File: src/rtl/global_defines.vh
// Bus widths, field offsets and 2-bit counter encodings shared by the
// branch predictor and the EX-stage branch resolve unit.
`ifndef GLOBAL_DEFINES_VH
`define GLOBAL_DEFINES_VH

`define BPU_TO_DS_BUS_WD   36
`define BPU_RET_ADDR_LSB   0
`define BPU_VALID_BIT      32
`define BPU_COUNT_LSB      33
`define BPU_TAKEN_BIT      35

`define BRESULT_WD         68
`define BRES_TARGET_LSB    0
`define BRES_TAKEN_BIT     32
`define BRES_IS_BRANCH_BIT 33
`define BRES_COUNT_LSB     34
`define BRES_PC_LSB        36

`define CNT_S_TAKEN        2'b00
`define CNT_W_TAKEN        2'b01
`define CNT_WN_TAKEN       2'b10
`define CNT_SN_TAKEN       2'b11

`endif

File: src/rtl/branch_resolve_unit_pkg.sv
// Types and helpers for the branch resolve unit: FSM states, bus structs,
// and the sequential-PC helper.
`include "global_defines.vh"

package branch_resolve_unit_pkg;

    typedef enum logic [1:0] {
        IDLE     = 2'd0,
        WAIT_DS  = 2'd1,
        REDIRECT = 2'd2
    } state_t;

    typedef struct packed {
        logic        is_taken;
        logic [1:0]  count;
        logic        valid;
        logic [31:0] ret_addr;
    } bpu_bus_t;

    typedef struct packed {
        logic [31:0] pc;
        logic [1:0]  old_count;
        logic        is_branch;
        logic        taken;
        logic [31:0] target;
    } bresult_t;

    localparam logic [1:0] CNT_DEFAULT = `CNT_WN_TAKEN;

    function automatic logic [31:0] pc_plus(input logic [31:0] pc, input logic [31:0] ofs);
        return pc + ofs;
    endfunction

endpackage

File: src/rtl/branch_resolve_unit_if.sv
// EX/decode-side inputs and predictor/fetch-side outputs of the branch
// resolve unit; master drives the EX/decode view, slave is the unit itself.
`include "global_defines.vh"

interface branch_resolve_unit_if #(
    parameter int CNT_WIDTH = 32
);
    logic                          es_go;
    logic [31:0]                   es_pc;
    logic                          es_is_branch;
    logic                          es_br_taken;
    logic [31:0]                   es_br_target;
    logic [`BPU_TO_DS_BUS_WD-1:0]  es_bpu_bus;
    logic                          ds_valid;
    logic [31:0]                   ds_pc;
    logic                          flush_exc;

    logic [`BRESULT_WD-1:0]        BResult;
    logic                          br_flush;
    logic                          ds_kill;
    logic                          br_redirect_valid;
    logic [31:0]                   br_redirect_pc;
    logic [CNT_WIDTH-1:0]          branch_cnt;
    logic [CNT_WIDTH-1:0]          mispred_cnt;

    modport master (
        output es_go, es_pc, es_is_branch, es_br_taken, es_br_target, es_bpu_bus,
               ds_valid, ds_pc, flush_exc,
        input  BResult, br_flush, ds_kill, br_redirect_valid, br_redirect_pc,
               branch_cnt, mispred_cnt
    );

    modport slave (
        input  es_go, es_pc, es_is_branch, es_br_taken, es_br_target, es_bpu_bus,
               ds_valid, ds_pc, flush_exc,
        output BResult, br_flush, ds_kill, br_redirect_valid, br_redirect_pc,
               branch_cnt, mispred_cnt
    );

endinterface

File: src/rtl/br_stat_counter.sv
// Wrapping statistics counter: increments by one on en, visible the next
// cycle, wraps at 2^CNT_WIDTH; never stalls.
module br_stat_counter #(
    parameter int CNT_WIDTH = 32
) (
    input  logic                 clk,
    input  logic                 reset,
    input  logic                 en,
    output logic [CNT_WIDTH-1:0] cnt
);

    logic [CNT_WIDTH-1:0] cnt_q, cnt_d;

    always_comb begin
        cnt_d = cnt_q;
        if (en) begin
            cnt_d = cnt_q + CNT_WIDTH'(1);
        end
    end

    always_ff @(posedge clk) begin
        if (reset) begin
            cnt_q <= '0;
        end else begin
            cnt_q <= cnt_d;
        end
    end

    assign cnt = cnt_q;

endmodule

File: src/rtl/branch_resolve_unit.sv
// Checks resolved branches against their prediction, emits the registered BResult strobe and
// a one-cycle fetch redirect once the delay slot sits in decode; outputs 1 cycle after the event, no backpressure.
module branch_resolve_unit
    import branch_resolve_unit_pkg::*;
#(
    parameter int CNT_WIDTH = 32,
    parameter bit STATS_EN  = 1'b1
) (
    input  logic                  clk,
    input  logic                  reset,
    branch_resolve_unit_if.slave  brif
);

    bpu_bus_t    bpu;
    state_t      state_q, state_d;
    logic [31:0] dslot_pc_q, dslot_pc_d;
    logic [31:0] pend_pc_q, pend_pc_d;
    logic [31:0] redirect_pc_q, redirect_pc_d;
    bresult_t    bresult_q, bresult_d;
    logic        br_flush_q, br_flush_d;

    logic        pred_taken;
    logic        mispred;
    logic        right_path;
    logic        resolve;
    logic        stat_en;
    logic [31:0] dslot_new;
    logic [31:0] correct_pc;
    logic [CNT_WIDTH-1:0] branch_cnt;
    logic [CNT_WIDTH-1:0] mispred_cnt;

    assign bpu        = bpu_bus_t'(brif.es_bpu_bus);
    assign pred_taken = bpu.valid & bpu.is_taken;
    assign mispred    = (pred_taken != brif.es_br_taken) |
                        (pred_taken & brif.es_br_taken & (bpu.ret_addr != brif.es_br_target));
    assign dslot_new  = pc_plus(brif.es_pc, 32'd4);
    assign correct_pc = brif.es_br_taken ? brif.es_br_target : pc_plus(brif.es_pc, 32'd8);

    // Once a mispredict is pending, only the delay slot itself is still on the right path.
    assign right_path = (state_q == IDLE) | (brif.es_pc == dslot_pc_q);
    assign resolve    = brif.es_go & brif.es_is_branch & right_path;
    assign stat_en    = resolve & ~brif.flush_exc;

    always_comb begin
        state_d    = state_q;
        dslot_pc_d = dslot_pc_q;
        pend_pc_d  = pend_pc_q;
        if (brif.flush_exc) begin
            state_d = IDLE;
        end else begin
            case (state_q)
                IDLE: begin
                    if (resolve && mispred) begin
                        dslot_pc_d = dslot_new;
                        pend_pc_d  = correct_pc;
                        state_d    = (brif.ds_valid && (brif.ds_pc == dslot_new)) ? REDIRECT : WAIT_DS;
                    end
                end
                WAIT_DS: begin
                    if (brif.ds_valid && (brif.ds_pc == dslot_pc_q)) begin
                        state_d = REDIRECT;
                    end
                end
                REDIRECT: state_d = IDLE;
                default:  state_d = IDLE;
            endcase
        end
    end

    always_comb begin
        br_flush_d    = (state_d == REDIRECT);
        redirect_pc_d = br_flush_d ? pend_pc_d : redirect_pc_q;
        bresult_d     = '0;
        if (stat_en) begin
            bresult_d.pc        = brif.es_pc;
            bresult_d.old_count = bpu.valid ? bpu.count : CNT_DEFAULT;
            bresult_d.is_branch = 1'b1;
            bresult_d.taken     = brif.es_br_taken;
            bresult_d.target    = brif.es_br_target;
        end
    end

    always_ff @(posedge clk) begin
        if (reset) begin
            state_q       <= IDLE;
            dslot_pc_q    <= '0;
            pend_pc_q     <= '0;
            redirect_pc_q <= '0;
            bresult_q     <= '0;
            br_flush_q    <= 1'b0;
        end else begin
            state_q       <= state_d;
            dslot_pc_q    <= dslot_pc_d;
            pend_pc_q     <= pend_pc_d;
            redirect_pc_q <= redirect_pc_d;
            bresult_q     <= bresult_d;
            br_flush_q    <= br_flush_d;
        end
    end

    generate
        if (STATS_EN) begin : g_stats
            br_stat_counter #(.CNT_WIDTH(CNT_WIDTH)) u_branch_cnt (
                .clk   (clk),
                .reset (reset),
                .en    (stat_en),
                .cnt   (branch_cnt)
            );
            br_stat_counter #(.CNT_WIDTH(CNT_WIDTH)) u_mispred_cnt (
                .clk   (clk),
                .reset (reset),
                .en    (stat_en & mispred),
                .cnt   (mispred_cnt)
            );
        end else begin : g_no_stats
            assign branch_cnt  = '0;
            assign mispred_cnt = '0;
        end
    endgenerate

    assign brif.BResult           = bresult_q;
    assign brif.br_flush          = br_flush_q;
    assign brif.br_redirect_valid = br_flush_q;
    assign brif.br_redirect_pc    = redirect_pc_q;
    assign brif.ds_kill           = (state_q == REDIRECT) & brif.ds_valid & (brif.ds_pc != dslot_pc_q);
    assign brif.branch_cnt        = branch_cnt;
    assign brif.mispred_cnt       = mispred_cnt;

endmodule

File: src/flat_wrapper.sv
// flat-port wrapper written by rule: the top's interface ports become plain ports
module branch_resolve_unit_flat import branch_resolve_unit_pkg::*;
#(
    parameter int CNT_WIDTH = 32,
    parameter bit STATS_EN  = 1'b1
)
  (clk, reset, brif_es_go, brif_es_pc, brif_es_is_branch, brif_es_br_taken, brif_es_br_target, brif_es_bpu_bus, brif_ds_valid, brif_ds_pc, brif_flush_exc, brif_BResult, brif_br_flush, brif_ds_kill, brif_br_redirect_valid, brif_br_redirect_pc, brif_branch_cnt, brif_mispred_cnt);
  branch_resolve_unit_if #(.CNT_WIDTH(CNT_WIDTH)) brif_i ();
  input  logic clk;
  input  logic reset;
  input wire logic [$bits(brif_i.es_go)-1:0] brif_es_go;
  input wire logic [$bits(brif_i.es_pc)-1:0] brif_es_pc;
  input wire logic [$bits(brif_i.es_is_branch)-1:0] brif_es_is_branch;
  input wire logic [$bits(brif_i.es_br_taken)-1:0] brif_es_br_taken;
  input wire logic [$bits(brif_i.es_br_target)-1:0] brif_es_br_target;
  input wire logic [$bits(brif_i.es_bpu_bus)-1:0] brif_es_bpu_bus;
  input wire logic [$bits(brif_i.ds_valid)-1:0] brif_ds_valid;
  input wire logic [$bits(brif_i.ds_pc)-1:0] brif_ds_pc;
  input wire logic [$bits(brif_i.flush_exc)-1:0] brif_flush_exc;
  output wire logic [$bits(brif_i.BResult)-1:0] brif_BResult;
  output wire logic [$bits(brif_i.br_flush)-1:0] brif_br_flush;
  output wire logic [$bits(brif_i.ds_kill)-1:0] brif_ds_kill;
  output wire logic [$bits(brif_i.br_redirect_valid)-1:0] brif_br_redirect_valid;
  output wire logic [$bits(brif_i.br_redirect_pc)-1:0] brif_br_redirect_pc;
  output wire logic [$bits(brif_i.branch_cnt)-1:0] brif_branch_cnt;
  output wire logic [$bits(brif_i.mispred_cnt)-1:0] brif_mispred_cnt;
  assign brif_i.es_go = brif_es_go;
  assign brif_i.es_pc = brif_es_pc;
  assign brif_i.es_is_branch = brif_es_is_branch;
  assign brif_i.es_br_taken = brif_es_br_taken;
  assign brif_i.es_br_target = brif_es_br_target;
  assign brif_i.es_bpu_bus = brif_es_bpu_bus;
  assign brif_i.ds_valid = brif_ds_valid;
  assign brif_i.ds_pc = brif_ds_pc;
  assign brif_i.flush_exc = brif_flush_exc;
  assign brif_BResult = brif_i.BResult;
  assign brif_br_flush = brif_i.br_flush;
  assign brif_ds_kill = brif_i.ds_kill;
  assign brif_br_redirect_valid = brif_i.br_redirect_valid;
  assign brif_br_redirect_pc = brif_i.br_redirect_pc;
  assign brif_branch_cnt = brif_i.branch_cnt;
  assign brif_mispred_cnt = brif_i.mispred_cnt;
  branch_resolve_unit #(.CNT_WIDTH(CNT_WIDTH), .STATS_EN(STATS_EN)) u_core (.clk(clk), .reset(reset), .brif(brif_i));
endmodule
File: config.mk
export PLATFORM = sky130hd
export DESIGN_NAME = branch_resolve_unit_flat
export DESIGN_NICKNAME = d
export VERILOG_FILES = /design/src/rtl/branch_resolve_unit_pkg.sv /design/src/rtl/branch_resolve_unit_if.sv /design/src/rtl/br_stat_counter.sv /design/src/rtl/branch_resolve_unit.sv /design/src/flat_wrapper.sv
export VERILOG_INCLUDE_DIRS = /design/src /design/src/rtl
export SDC_FILE = /design/constraint.sdc
export NUM_CORES = 1
export LEC_CHECK = 0
export ABC_AREA = 1
export CORE_MARGIN = 8
export CORE_UTILIZATION = 46
export DETAILED_ROUTE_END_ITERATION = 12
export PLACE_DENSITY = 0.77
export REMOVE_ABC_BUFFERS = 1
export SLEW_MARGIN = 5
export SYNTH_ARGS = -nofsm -noshare
export SYNTH_HDL_FRONTEND = slang
export SYNTH_SLANG_ARGS = --single-unit
File: constraint.sdc
create_clock -name clk -period 2.26 [get_ports clk]
set_input_delay 0.226 -clock clk [delete_from_list [all_inputs] [get_ports clk]]
set_output_delay 0.226 -clock clk [all_outputs]
set_load 0.01 [all_outputs]
==> results.toml, run 1 <==
[status]
status = "finished with violations"
violations = "setup timing"

[timing]
max_freq_mhz = 421
clock_skew_ps = 18.4
finalCritPeriodShare = 1.05
setup-violations-final = 39
rsz0062_at_grt = "yes"
finalHoldViolCount = 0
worst_slack_ps = -115
maxSlewHeadroom = 0.107
layout_min_cycle_time_ps = 2370
worst_slew_pin_slew_ps = 1340
finalMaxSlewViolations = 0

[global_routing]
grt_antenna_before_repair = 3
grt_usage = 0.310
grt_pass1_vias = 16100
grt_overflow = 0
grt_max_degree = 93
grt_pass1_wl_um = 84000

[finish]
stdcell_area_mm2 = 0.0219
layout.nets = 2903
drive_above_1_share = 0.266
final_core_util = 0.782
fillers = 1983
syn_to_final_growth_pct = 67.0

[power]
power.density_mw_per_mm2 = 493
peakVddDrop_v = 0.000569
p_leak_nw = 9.39
totalPowerFinal_mw = 10.8

[cts]
cts.sinks = 231
cts_root_buf = "clkbuf_16"
clkTransAtPathRegs_ps = 60
cts_tree = "yes"
numCtsBuffers = 28
clk_latency_ps = 570
htreeDepth = 1
clockBufferDepth = 3

[worst_setup_path]
cp_max_fo = 10
start_kind = "register"
r2r_start = "u_core.dslot_pc_q[14]$_SDFFE_PP0P_"
reg2reg_setup_slack_ps = -110
required_ps = 2710
critical_path_class = "register to register"
endpoint_kind = "register"
rr_endpoint = "u_core.dslot_pc_q[7]$_SDFFE_PP0P_"
rr_worst_depth = 13
crit_arrival_ps = 2820

[detailed_routing]
final_antenna_net_count = 0
routed_wirelength_um = 60400
avgRoutedWirePerCell_um = 19.1
first_pass_iters = 5
drt-initial-drc-count = 1630
viasPerCell = 5.41
num_vias = 17100
drc = 0

[die]
io_pins = 306
dieArea_mm2 = 0.0341
start_util = 0.469
die_x_um = 185
core_area_mm2 = 0.0279
die_h_um = 185
row_count = 61

[placed_design]
portBuffers = 305
gp_congestion = 0.998
hpwl_um = 43000
placed_area_mm2 = 0.0194
pre_cts_ws_ps = -974

[synthesis]
synthCells = 2061
ys_ff_latch = 231
synth_ff_type = "dfxtp_1"
ys_async_sr_fraction = 0
synth_edf_count = 0
ys_seq_area_frac = 0.353
syn_avg_cell_area_um2 = 6.35
netlist_area_mm2 = 0.0131
yosysUniqueCellTypes = 38
yosysTopAreaCell = "dfxtp_1"
yosys_warnings = 0
netlist_top_cells_area = "dfxtp_1 (35%), nand2_1 (16%), nor2_1 (7.9%)"
synth_top_area_frac = 0.353

[flow_run]
drv_cap = 0

[min_path]
min-delay-start = "brif_es_pc[3]"
hp-class = "input port to register"
hold_end = "u_core.brif.BResult[39]$_SDFF_PP0_"
min_path_cells = 4
[how the worst max path moves through the flow]
stage	start	endpoint	slack [ps]
final	u_core.dslot_pc_q[14]$_SDFFE_PP0P_	u_core.dslot_pc_q[7]$_SDFFE_PP0P_	-110
after global routing	u_core.dslot_pc_q[3]$_SDFFE_PP0P_	u_core.brif.br_redirect_pc[3]$_SDFFE_PP0N_	-180
after CTS	u_core.dslot_pc_q[15]$_SDFFE_PP0P_	u_core.dslot_pc_q[12]$_SDFFE_PP0P_	-50
after detailed placement	brif_es_pc[3]	u_core.brif.br_redirect_pc[28]$_SDFFE_PP0N_	-970
after global placement	brif_es_pc[8]	u_core.brif.br_redirect_pc[21]$_SDFFE_PP0N_	-920
after floorplan	u_core.dslot_pc_q[19]$_SDFFE_PP0P_	u_core.brif.br_redirect_pc[0]$_SDFFE_PP0N_	-3150
[cells in the final DEF, fill, tap and decap left out, types with 48 or more instances in the layout]
master,count
clkdlybuf4s50_1,272
nand2_1,537
nand4_1,53
nor2_1,244
xor2_1,48
nand3_1,101
a21oi_1,112
inv_1,233
buf_4,384
dfxtp_1,218
[cell usage after synthesis (7+ instances only)]
cell	number
a211oi_1	14
a21oi_1	143
buf_1	10
buf_2	8
clkbuf_1	47
dfxtp_1	231
inv_1	241
nand2_1	573
nand2_2	7
nand3_1	121
nand3b_1	11
nand4_1	53
nor2_1	275
nor2_2	8
nor2_4	9
nor3_1	43
nor4_1	14
o21ai_0	92
o22ai_1	9
or2_2	10
xnor2_1	51
xor2_1	48
[timing repair]
item | 4_1_cts | 5_1_grt
gates resized for setup | 122 | 281
pin swaps | 30 | 47
hold endpoints to repair | 1 | 0
hold buffers | 1 | 0
buffers inserted | 17 | 12
endpoints found under the setup margin | 212 | 208
gates cloned | 3 | 13
[final cells by class]
type,instances,area (um2),share of cell area
diodes,3,7.51,0.000344
clock buffers,44,851,0.0389
clock inverters,6,83.8,0.00384
inverters,246,928,0.0425
multi-input cells,1512,8200,0.375
flip-flops and latches,231,4640,0.212
well taps,378,473,0.0216
repair buffers,740,6670,0.305
[state kept, by name, indices dropped and copies added, names as in the netlist]
signal	flops
u_core.brif.br_flush	1
u_core.pend_pc_q	32
u_core.state_q	2
u_core.g_stats.u_mispred_cnt.cnt	32
u_core.dslot_pc_q	32
u_core.brif.br_redirect_pc	32
u_core.g_stats.u_branch_cnt.cnt	32
u_core.brif.BResult	68
[cell families after synthesis]
| logic type | count (synthesis) | share of synthesized area |
|---|---|---|
| simple gates | 1131 | 0.368 |
| buf+inv | 319 | 0.0963 |
| compound gates | 275 | 0.111 |
| flops | 231 | 0.353 |
| xor+xnor | 99 | 0.0662 |
| fa+ha+maj | 5 | 0.00478 |
| mux | 1 | 0.000860 |
[through the flow]
step,std cells,setup TNS (ps),hold slack (ps)
after global routing,3160,-6990,89.4
after floorplan,1988,-423150,295
after global placement,3062,-161430,454
after CTS,3132,-161,83.1
after detailed placement,3062,-167950,474
final,3160,-1440,67.0
[where the power goes]
group / internal, mW / switching (mW) / total [mW]
combinational: 0.958 / 1.05 / 2.01
sequential: 4.15 / 0.0388 / 4.19
clock: 2.69 / 1.87 / 4.56
total: 7.80 / 2.97 / 10.8
[layer usage]
metal / share of wire / track usage
met2: 0.48 / 0.530
met1: 0.38 / 0.365
met5: 0 / 0
met3: 0.085 / 0.0559
met4: 0.061 / 0.169
[worst max-delay path: stages, from the launching register on]
cell	delay, ps
dfxtp_2	350
inv_2	40
nand2_1	50
nand4_1	200
nor2_1	160
nand2_1	100
nor2_4	160
nand2_4	100
a21boi_4	200
nand3_4	120
buf_4	170
buf_4	170
clkbuf_16	180
a211oi_1	250
Note: power is estimated with default switching activity, not from simulation.
==> run 2, diff against run 1 <==
--- a/config.mk
+++ b/config.mk
@@ -8,9 +8,10 @@
 export LEC_CHECK = 0
 export ABC_AREA = 1
 export CORE_MARGIN = 8
-export CORE_UTILIZATION = 46
+export CORE_UTILIZATION = 56
+export CTS_BUF_LIST = sky130_fd_sc_hd__clkbuf_2
 export DETAILED_ROUTE_END_ITERATION = 12
-export PLACE_DENSITY = 0.77
+export PLACE_DENSITY = 0.88
 export REMOVE_ABC_BUFFERS = 1
 export SLEW_MARGIN = 5
 export SYNTH_ARGS = -nofsm -noshare
==> constraint.sdc (replaced) <==
create_clock -name clk -period 3.05 [get_ports clk]
set_input_delay 0.305 -clock clk [delete_from_list [all_inputs] [get_ports clk]]
set_output_delay 0.305 -clock clk [all_outputs]
set_load 0.01 [all_outputs]
==> run 2 against run 1 <==
Effect of this change: the run now ends clean; global-route usage up 4.3 points; non-clock buffer count down 221; clock skew is 100 ps higher; die area shrank 16%; sequential share of layout area rose by 3.7 points; largest cell class unchanged.
==> results.toml, run 2 (same netlist as run 1, synthesis figures left out) <==
[status]
status = "finished, final reports clean"

[cts]
cts_tree = "yes"
htreeDepth = 2
cts_root_buf = "clkbuf_2"
numCtsBuffers = 60
clockBufferDepth = 3
cts.sinks = 231
clkTransAtPathRegs_ps = 110
clk_latency_ps = 920

[power]
p_leak_nw = 7.94
p_switching_mw = 2.02
power_frac_clock = 0.336
p_sw_frac = 0.315
intPower_mw = 4.39
power.density_mw_per_mm2 = 345
peakVddDrop_v = 0.000310
totalPowerFinal_mw = 6.41
pwr-share-seq = 0.484
combPwrFrac = 0.180

[placed_design]
gp_congestion = 1.01
placed_area_mm2 = 0.0178
dp_cells = 2811
portBuffers = 305
hpwl_um = 40800

[detailed_routing]
final_antenna_net_count = 0
routed_wirelength_um = 52500
viasPerCell = 5.50
drc = 0
num_vias = 16100
avgRoutedWirePerCell_um = 17.9
drt-initial-drc-count = 1583
first_pass_iters = 6

[flow_run]
drv_cap = 0

[timing]
setup_tns_ps = 0
maxSlewHeadroom = 0.390
finalCritPeriodShare = 0.936
worst_slew_pin_slew_ps = 915
finalHoldViolCount = 0
max_freq_mhz = 350
setup-violations-final = 0
rsz0062_at_grt = "no"
layout_min_cycle_time_ps = 2860
clock_skew_ps = 119
finalMaxSlewViolations = 0

[finish]
fillers = 1657
final_core_util = 0.800
layout_commonest_cell = "nand2_1"
stdcell_area_mm2 = 0.0186
layout.nets = 2713
final-seq-area_mm2 = 0.00463
syn_to_final_growth_pct = 41.7
largest_reg_flops = 68
multi_input_area_mm2 = 0.00726
final_cell_count_no_fill = 2937
layout_common_cells = "nand2_1 (573), clkdlybuf4s50_1 (303), nor2_1 (272)"
drive_above_1_share = 0.137

[die]
die_h_um = 169
row_count = 56
core_area_mm2 = 0.0232
dieArea_mm2 = 0.0285
die_x_um = 169
start_util = 0.564
io_pins = 306

[global_routing]
grt_pass1_vias = 15600
grt_antenna_before_repair = 3
grt_usage = 0.353
grt_max_degree = 53
grt_overflow = 0
grt_pass1_wl_um = 80900

[worst_setup_path]
cp_max_fo = 3
required_ps = 2740
endpoint_kind = "primary output"
critical_path_class = "register to primary output"
crit_arrival_ps = 2550
start_kind = "register"

[min_path]
hp-class = "input port to register"
-- run 2: repair_timing --
item / 4_1_cts / 5_1_grt
resized for setup: 5 / 13
hold buffers: 11 / 2
endpoints found under the hold margin: 38 / 2
setup endpoints to repair: 1 / 1
buffers inserted: 1 / 1
pin swaps: 7 / 8
-- run 2: cell type report --
cell class              instances  share of cell area
diodes                          4            0.000539
clock buffers                  90              0.0243
clock inverters                17             0.00418
inverters                     246              0.0498
multi-input cells            1511               0.391
flip-flops and latches        231               0.250
well taps                     319              0.0215
repair buffers                519               0.259
-- run 2: metrics by stage --
| stage | hold slack [ps] | setup WS, ps |
|---|---|---|
| detailed placement | 472 | -313 |
| global route | 13.8 | 76.7 |
| global placement | 461 | -243 |
| floorplan | 374 | -2360 |
| finish | 65.7 | 194 |
| CTS | 2.29 | 95.5 |
-- run 2: final timing paths --
check,from,to,slack [ps],cells past startpoint
min reg2reg,u_core.dslot_pc_q[11]$_SDFFE_PP0P_,u_core.dslot_pc_q[11]$_SDFFE_PP0P_,490,2
max reg2reg,u_core.dslot_pc_q[2]$_SDFFE_PP0P_,u_core.brif.BResult[35]$_SDFF_PP0_,290,15
min,brif_es_br_target[12],u_core.brif.BResult[12]$_SDFF_PP0_,70,3
max,u_core.dslot_pc_q[1]$_SDFFE_PP0P_,brif_ds_kill,190,8
-- run 2: metal layers --
metal	vias up	global-route usage	share of wire
met3	227	0.0696	0.091
met1	7336	0.403	0.37
met5	-	0	0
met4	0	0.207	0.056
li1	7634	-	-
met2	948	0.607	0.48
-- run 2: critical path, cell delays in order, from the launching register on --
cell and delay [ps]:
dfxtp_1 380, xnor2_1 140, nand4_1 190, nor2_2 190
nand4_1 270, inv_2 140, nor4_1 60, buf_4 170
clkbuf_2 130
-- run 2: power groups by stage --
stage / clock network (mW) / logic (mW) / registers (mW)
floorplan: 0 / 0.461 / 3.17
global placement: 0 / 1.07 / 3.17
detailed placement: 0 / 1.10 / 3.17
CTS: 2.16 / 1.12 / 3.10
global route: 2.34 / 1.24 / 3.11
finish: 2.15 / 1.16 / 3.10
==> run 3, diff against run 2 <==
--- a/config.mk
+++ b/config.mk
@@ -7,7 +7,7 @@
 export NUM_CORES = 1
 export LEC_CHECK = 0
 export ABC_AREA = 1
-export CORE_MARGIN = 8
+export CORE_MARGIN = 1.5
 export CORE_UTILIZATION = 56
 export CTS_BUF_LIST = sky130_fd_sc_hd__clkbuf_2
 export DETAILED_ROUTE_END_ITERATION = 12
@@ -17,3 +17,4 @@
 export SYNTH_ARGS = -nofsm -noshare
 export SYNTH_HDL_FRONTEND = slang
 export SYNTH_SLANG_ARGS = --single-unit
+export TNS_END_PERCENT = 20
==> run 3 against run 2 <==
Effect of this change: global-route usage grew 6.1 points; cell count decreased by 0.58%; combinational power barely moved; largest cell class unchanged.
==> results.toml, run 3 (same netlist as run 1, synthesis figures left out) <==
[die]
die_h_um = 156
core_area_mm2 = 0.0228
row_count = 55
io_pins = 306
die_x_um = 156
start_util = 0.575
dieArea_mm2 = 0.0243

[power]
p_sw_frac = 0.313
p_switching_mw = 2.03
power_frac_clock = 0.340
pwr-share-seq = 0.479
totalPowerFinal_mw = 6.47
peakVddDrop_v = 0.000310
power.density_mw_per_mm2 = 349
intPower_mw = 4.45
p_leak_nw = 7.94
combPwrFrac = 0.181

[cts]
cts_root_buf = "clkbuf_2"
clkTransAtPathRegs_ps = 120
clockBufferDepth = 3
cts_tree = "yes"
numCtsBuffers = 59
cts.sinks = 231
htreeDepth = 2
clk_latency_ps = 920

[worst_setup_path]
critPathSlowestCell = "dfxtp_1"
crit_top_cell = "nand2_1"
rr_endpoint = "u_core.brif.br_redirect_pc[0]$_SDFFE_PP0N_"
max_stage_delay_ps = 430
cp_max_fo = 43
start_kind = "register"
crit_arrival_ps = 3500
required_ps = 3830
endpoint_kind = "register"
rr_worst_depth = 14
reg2reg_setup_slack_ps = 320
r2r_start = "u_core.dslot_pc_q[15]$_SDFFE_PP0P_"
cp_cell_sequence = "inv_1 -> nand2_1 -> nand4_1 -> nor2_1 -> nand2_1 -> nor2_1 -> nand2_1 -> a21boi_2 -> nand3_4 -> buf_12 -> o21ai_0 -> nand3_1 -> nand2_1 -> nor2_1"
startpoint = "u_core.dslot_pc_q[15]$_SDFFE_PP0P_"
endpoint = "u_core.brif.br_redirect_pc[0]$_SDFFE_PP0N_"
critical_path_class = "register to register"

[timing]
max_freq_mhz = 367
worst_slew_pin_slew_ps = 819
finalMaxSlewViolations = 0
clock_skew_ps = 92.4
finalHoldViolCount = 0
layout_min_cycle_time_ps = 2730
maxSlewHeadroom = 0.453
rsz0062_at_grt = "no"
finalCritPeriodShare = 0.893
whs_ps = 60.9
setup-violations-final = 0

[min_path]
min_path_cells = 3
hp-class = "input port to register"

[detailed_routing]
num_vias = 16100
first_pass_iters = 6
viasPerCell = 5.52
final_antenna_net_count = 0
drc = 0
routed_wirelength_um = 51100
drt-initial-drc-count = 1506
avgRoutedWirePerCell_um = 17.5

[global_routing]
grt_pass1_wl_um = 79500
grt_antenna_before_repair = 1
grt_overflow = 0
grt_usage = 0.414
grt_pass1_vias = 15800
grt_max_degree = 57

[finish]
layout_commonest_cell = "nand2_1"
drive_above_1_share = 0.130
layout.nets = 2709
fillers = 1552
largest_reg_flops = 68
syn_to_final_growth_pct = 41.6
layout_common_cells = "nand2_1 (573), clkdlybuf4s50_1 (303), nor2_1 (273)"

[flow_run]
drv_cap = 0

[status]
status = "finished, final reports clean"

[placed_design]
gp_congestion = 1.00
hpwl_um = 39400
portBuffers = 305
run 3: changes by cell type in the layout (fill, tap and decap cells not counted), moves of 4 or more:
cell / change
buf_4: -6
dfxtp_1: +5
buf_12: +4
clkbuf_2: -4
dfxtp_2: -4
run 3: metrics by stage:
stage	area (um2)	TNS (ps)	worst slack (ps)	util	instances
6_report	18500	0	325	0.814	2920
5_1_grt	18500	0	232	0.814	2920
2_1_floorplan	12800	-257660	-2360	-	1988
3_3_place_gp	17900	-6280	-200	0.784	2805
3_5_place_dp	17900	-8630	-256	0.784	2805
4_1_cts	18500	0	3.46	0.813	2919
run 3: power groups by stage:
stage	sequential, mW	combinational, mW	clock, mW
3_3_place_gp	3.17	1.08	0
2_1_floorplan	3.17	0.461	0
5_1_grt	3.11	1.25	2.35
3_5_place_dp	3.17	1.12	0
6_report	3.10	1.17	2.20
4_1_cts	3.10	1.14	2.19
run 3: what timing repair did:
action | CTS | global route
setup buffers | 0 | 0
hold buffers | 12 | 0
pin swaps | 0 | 3
resized for setup | 2 | 2
endpoints found under the hold margin | 47 | 0
setup endpoints to repair | 1 | 1
run 3: final cells by class:
type	instances	area (um2)	share of cell area
inverters	246	923	0.0498
repair buffers	516	4830	0.261
clock inverters	15	88.8	0.00479
diodes	1	2.50	0.000135
multi-input cells	1511	7230	0.390
clock buffers	87	435	0.0235
flip-flops and latches	231	4620	0.250
well taps	313	392	0.0211
run 3: worst max-delay path: cells and delay by family (launching register included):
kind,cells,cell delay (ps)
buf+inv,2,310
flops,1,430
compound gates,2,610
simple gates,10,1250
run 3: layer usage:
metal  global-route usage  routed length, um
met3               0.0728               4340
met5                    0                  0
met1                0.487              19700
met4                0.254               3160
met2                0.703              24000
run 3: worst min-delay path by stage:
stage	from	endpoint
after floorplan	reset	u_core.g_stats.u_branch_cnt.cnt[13]$_SDFFE_PP0P_
after global placement	u_core.brif.br_redirect_pc[29]$_SDFFE_PP0N_	u_core.brif.br_redirect_pc[29]$_SDFFE_PP0N_
after detailed placement	u_core.g_stats.u_mispred_cnt.cnt[2]$_SDFFE_PP0P_	u_core.g_stats.u_mispred_cnt.cnt[2]$_SDFFE_PP0P_
after CTS	brif_es_br_target[3]	u_core.brif.BResult[3]$_SDFF_PP0_
after global routing	brif_es_br_target[1]	u_core.brif.BResult[1]$_SDFF_PP0_
final	brif_es_br_target[1]	u_core.brif.BResult[1]$_SDFF_PP0_
